**src/rtl/fpu_issue_ctrl.sv**
```systemverilog
// fpu_issue_ctrl: sequences multi-cycle FPU ops from the E stage, stalling the pipe until the result is captured
module fpu_issue_ctrl #(
  parameter int LAT_ADD  = 3,
  parameter int LAT_MUL  = 2,
  parameter int LAT_DIV  = 10,
  parameter int LAT_SQRT = 12,
  parameter int LAT_CVT  = 2,
  parameter int LAT_MISC = 1
) (
  input  logic        clk,
  input  logic        rst,
  input  logic        issue_e,
  input  logic [4:0]  funct5_e,
  input  logic [2:0]  rm_e,
  input  logic [31:0] rs1_e,
  input  logic [31:0] rs2_e,
  input  logic        flush_e,
  input  logic        hold_m,
  input  logic [31:0] fpu_result,
  output logic [31:0] fpu_rd1,
  output logic [31:0] fpu_rd2,
  output logic [2:0]  fpu_rm,
  output logic [4:0]  fpu_funct5,
  output logic        fpu_stall,
  output logic        result_valid,
  output logic [31:0] result
);
  typedef enum logic [1:0] {IDLE, BUSY, DONE} state_t;
  state_t state, state_nx;
  logic [4:0] cnt, lat;
  logic go;
  always_comb begin
    lat = (funct5_e == 5'b00000 || funct5_e == 5'b00001) ? 5'(LAT_ADD)
        : funct5_e == 5'b00010 ? 5'(LAT_MUL)
        : funct5_e == 5'b00011 ? 5'(LAT_DIV)
        : funct5_e == 5'b01011 ? 5'(LAT_SQRT)
        : (funct5_e == 5'b11000 || funct5_e == 5'b11010) ? 5'(LAT_CVT)
        : 5'(LAT_MISC);
    go = !rst && state == IDLE && issue_e && !flush_e;
    state_nx = state == IDLE ? (go ? BUSY : IDLE)
             : flush_e ? IDLE
             : state == BUSY ? (cnt == 5'd0 ? DONE : BUSY)
             : hold_m ? DONE : IDLE;
    fpu_stall = go || (!rst && state == BUSY && !flush_e);
    result_valid = !rst && state == DONE && !flush_e;
  end
  always_ff @(posedge clk) begin
    if (rst) begin
      state <= IDLE;
      cnt <= 5'd0;
      fpu_rd1 <= 32'd0;
      fpu_rd2 <= 32'd0;
      fpu_rm <= 3'd0;
      fpu_funct5 <= 5'd0;
      result <= 32'd0;
    end else begin
      state <= state_nx;
      if (go) begin
        fpu_rd1 <= rs1_e;
        fpu_rd2 <= rs2_e;
        fpu_rm <= rm_e;
        fpu_funct5 <= funct5_e;
        cnt <= lat - 5'd1;
      end else if (state == BUSY && !flush_e) begin
        if (cnt == 5'd0) result <= fpu_result;
        else cnt <= cnt - 5'd1;
      end
    end
  end
endmodule

```
**config.mk**
```make
export PLATFORM = sky130hd
export DESIGN_NAME = fpu_issue_ctrl
export DESIGN_NICKNAME = d
export VERILOG_FILES = /design/src/rtl/fpu_issue_ctrl.sv
export SDC_FILE = /design/constraint.sdc
export NUM_CORES = 1
export LEC_CHECK = 0
export CORE_ASPECT_RATIO = 1.2
export CORE_MARGIN = 10
export CORE_UTILIZATION = 42
export CTS_CLUSTER_DIAMETER = 80
export DETAILED_ROUTE_END_ITERATION = 10
export HOLD_SLACK_MARGIN = 0.02
export PLACE_DENSITY = 0.84
export SLEW_MARGIN = 20
export SYNTH_ARGS = -nofsm -noshare
export SYNTH_HDL_FRONTEND = slang
export SYNTH_SLANG_ARGS = --single-unit
```
**constraint.sdc**
```tcl
create_clock -name clk -period 5.36 [get_ports clk]
set_clock_uncertainty 0.1 [all_clocks]
set_input_delay 0.536 -clock clk [delete_from_list [all_inputs] [get_ports clk]]
set_output_delay 0.536 -clock clk [all_outputs]
set_load 0.1 [all_outputs]
```
* Yosys cells after proc, flatten, opt, wreduce, memory -nomap -nowiden *
Index checks and enable logic that the tools add are counted.

storage, ports and cells
  register bits = 111
  bits of input ports = 109
  output and inout bits = 106
  word-level logic and storage cells = 52

cells by class
  $add $sub $neg = 2
  equal/unequal tests = 9
  multiplexer cells = 14
  bitwise gates (word level) = 1
  reduce and logical (&&, ||, !) cells = 19

operator list
  kind                   count
  $mux W4                4
  $mux W5                3
  $mux W2                6
  $eq A5 B2 Y1 const B   2
  $eq A5 B5 Y1 const B   2
  $logic_not A5 Y1       2
  $logic_and A1 B1 Y1    8
  $eq A5 B1 Y1 const B   1
  $eq A5 B4 Y1 const B   1
  $sub A4 B1 Y5 const B  1
  $sub A5 B1 Y5 const B  1
  $logic_or A1 B1 Y1     3
  $reduce_and A3 Y1      1
  $eq A2 B1 Y1 const B   1
  $eq A2 B2 Y1 const B   1
  $logic_not A1 Y1       2
  $logic_not A2 Y1       1
  $ne A2 B2 Y1 const B   1
  $reduce_and A2 Y1      1
  $reduce_bool A2 Y1     1
  $mux W1                1
  $not A1 Y1             1

* Depth between registers and ports, before layout *
  depth in word-level cells = 9
  gate-level depth with buffers = 9

* Worst setup path after synthesis *
No wires, ideal clock.

  kind = input port to output port
  from = input port rst
  to = output port result_valid
  arrival time = 3860 ps
  data required time = 4724 ps
  setup slack = 864 ps
  stages = 2
  path buffers = 1
  cells stage by stage = buf_1 > nor4b_1

between the ends
  longest elaborated chain between the ends = 3

RTL lines
  item                               RTL line  RTL
  start, declared                    11        input logic rst,
  $logic_not A1 Y1                   45        result_valid = !rst && state == DONE && !flush_e;
  $logic_and A1 B1 Y1 (2 in series)  45
  end, declared                      25        output logic result_valid,

No other way between the ends.

* Worst setup path after layout *
  from = input port flush_e
  to = output port fpu_stall

between the ends
  longest elaborated chain between the ends = 3
  elaborated cells on any way between the ends = 4
  those cells by class = 4 x reduce/logical

RTL lines
  item                                           RTL line  RTL
  start, declared                                17        input logic flush_e,
  $logic_not A1 Y1 *                             39, 44
  $logic_and A1 B1 Y1, on equally long branches  39, 44
  $logic_or A1 B1 Y1 *                           44        fpu_stall = go || (!rst && state == BUSY && !flush_e);
  end, declared                                  24        output logic fpu_stall,

Every way passes the cells marked *; elsewhere a longest branch is shown, timed or not.

==> impl_metrics.tcl <==
set metrics [dict create \
    std_cell_rows 39 \
    layout_min_cycle_time_ns 3.32 \
    stdcell_count 827 \
    final_cell_mix "clkdlybuf4s50_1, nand2_1, dfxtp_1" \
    ys_ff_latch 111 \
    synth.largest_area_cell "dfxtp_1" \
    synth_edf_count 0 \
    ys_top_cells_by_area "dfxtp_1, nand2_1, a21oi_1, clkbuf_1, buf_2" \
    die_area_um2 14000 \
    cts_buffers 9 \
    antenna_found_initial 0 \
    pwr_density_cell_nw_per_um2 283 \
    r2r_start "state[1]" \
    vias 4080 \
    cts_sinks 111 \
    design.core.area_um2 9470 \
    nNetsFinal 812 \
    grt_pass1_wl_mm 20.1 \
    hold_viol 0 \
    worstHoldPathCells 2 \
    tns_ns 0 \
    start_kind "primary input" \
    viasPerCell 4.93 \
    crit_slowest_cell "clkdlybuf4s50_1" \
    ctsLongestPathBuffers 2 \
    clk_latency_ns 0.33 \
    io_pins 215 \
    numPortBuffers 214 \
    critPathMaxStageDelay_ns 1.14 \
    clk_pin_slew_ns 0.07 \
    synth.avg_cell_area_um2 7.93 \
    peakVddDrop_mv 0.209 \
    antennaDiodeCount 0 \
    first_pass_iters 5 \
    syn_nets 622 \
    area_growth_pct 59.7 \
    drive_above_1_share_pct 3.41 \
    routed_wl_mm 13.2 \
    async_flop_share_pct 0 \
    grtUsageTotal_pct 17.8 \
    critical_path.most_common_cell "clkdlybuf4s50_1" \
    netlist_area_um2 4060 \
    htreeDepth 3 \
    chipWidth_um 110 \
    crit_path_end "fpu_stall" \
    cts_root_buffer "clkbuf_16" \
    r2r_slack_ns 2.43 \
    seqCellArea_um2 2220 \
    max_cap_viol_count 0 \
    setup_viol 0 \
    cp-end-kind "output pin" \
    slew_violations 0 \
    worstSetupStartpoint "flush_e" \
    slew_headroom_pct 31.2 \
    ctsHoldBuffers 0 \
    gp_congestion 0.842 \
    synth_warnings 0 \
    p_leak_uw 0.00221 \
    critPathArrivalTime_ns 2.68 \
    yosys_most_used_dff "dfxtp_1" \
    worst_pin_slew_ns 1.03 \
    grt-ovfl-total 0 \
    status "completed" \
    yosysSeqAreaShare_pct 54.7 \
    hpwl_mm 9.82 \
    first_global_vias 4023 \
    avgRoutedWirePerCell_um 15.9 \
    final_antenna_net_count 0 \
    die_h_um 128 \
    max_freq_mhz 301 \
    post_cts_resized 0 \
    drc 0 \
    hold_path.class "flip-flop to flip-flop" \
    placed_cells 813 \
    critical_path_class "primary input to output pin" \
    crit_fanout 4 \
    period_share_pct 61.9 \
    synthCells 512 \
    rsz0062_at_grt "no" \
    worst-r2r-cell-count 7 \
    synth_cell_types 37 \
    fillerInstances 763 \
    cp_data_required_time_ns 4.72 \
    initial_core_util_pct 42.9 \
    multi_input_area_um2 1670 \
    cp_cell_sequence "clkdlybuf4s50_1 -> or3_4 -> nor2_1 -> clkdlybuf4s50_1" \
    grt_max_degree 114 \
    drt_iter0_markers 152 \
    reg2reg_to "cnt[4]" \
    post_cts_buffers 0 \
    synth_top_area_share_pct 54.7 \
    final_common_cell "clkdlybuf4s50_1" \
    cts_tree "done" \
]
==> where the power goes <==
group / leakage, µW / internal [µW] / total (µW) / switching (µW)
Sequential: 0.000900 / 848 / 863 / 14.8
Clock: 0.000136 / 345 / 614 / 270
Combinational: 0.00118 / 127 / 356 / 229
Total: 0.00221 / 1320 / 1830 / 513
==> layout make-up <==
type | instances | share of cell area [%]
Sequential cell | 111 | 34.2
Timing Repair Buffer | 216 | 33.3
Multi-Input combinational cell | 361 | 25.7
Clock buffer | 12 | 4.11
Tap cell | 123 | 2.37
Inverter | 3 | 0.174
Clock inverter | 1 | 0.0771
==> worst max-delay path: cells and delay by family <==
kind          cells  cell delay (ns)
buf+inv           2             1.61
simple gates      2             0.53
==> metal layers <==
layer  global-route usage [%]  part of all wire [%]  up-vias  routed length [µm]
li1                         -                     -     2047                   -
met1                     18.8                    39     1853                5120
met2                     30.6                    49      166                6400
met3                     7.24                    11       14                1430
met4                     6.90                   1.8        0                 237
met5                        0                     0        -                   0
==> flip-flops by register name (all words and copies together) (netlist names) <==
signal      count
fpu_rd1        32
fpu_rm          3
cnt             5
fpu_rd2        32
state           2
result         32
fpu_funct5      5
==> synthesized netlist by cell type, types with 2 or more instances <==
master and instances:
or3b_1 2, a21o_1 2, nor4b_1 2, buf_2 12, buf_6 3, dfxtp_1 111
clkbuf_1 21, o21ai_0 3, nand2_1 210, and3_1 2, nor3_1 3, inv_1 3
or3_1 2, a21oi_1 110, nor4_1 2, nor2_1 3
==> cell families after synthesis <==
family	synth area share, %
fa+ha+maj	0.308
buf+inv	4.62
simple gates	24.2
flops	54.7
compound gates	16.0
xor+xnor	0.216
==> how the worst min path moves through the flow <==
stage / startpoint / endpoint / slack (ns)
4_1_cts: fpu_rd2[6] / fpu_rd2[6] / 0.36
3_3_place_gp: fpu_rd2[7] / fpu_rd2[7] / 0.34
5_1_grt: fpu_rd1[19] / fpu_rd1[19] / 0.37
2_1_floorplan: cnt[4] / cnt[4] / 0.40
6_report: fpu_rd2[21] / fpu_rd2[21] / 0.35
3_5_place_dp: fpu_rd2[6] / fpu_rd2[6] / 0.35
==> through the flow <==
step	power (µW)	area (µm²)	util (%)	worst slack [ns]	hold WS [ns]
after global routing	1910	6490	68.5	1.73	0.371
final	1830	6490	68.5	2.04	0.355
after global placement	1230	6200	65.5	1.48	0.341
after detailed placement	1240	6200	65.5	1.39	0.347
after CTS	1850	6470	68.4	1.75	0.356
after floorplan	1100	4060	-	0.864	0.405
No activity file was read; power rests on OpenSTA's default activity.
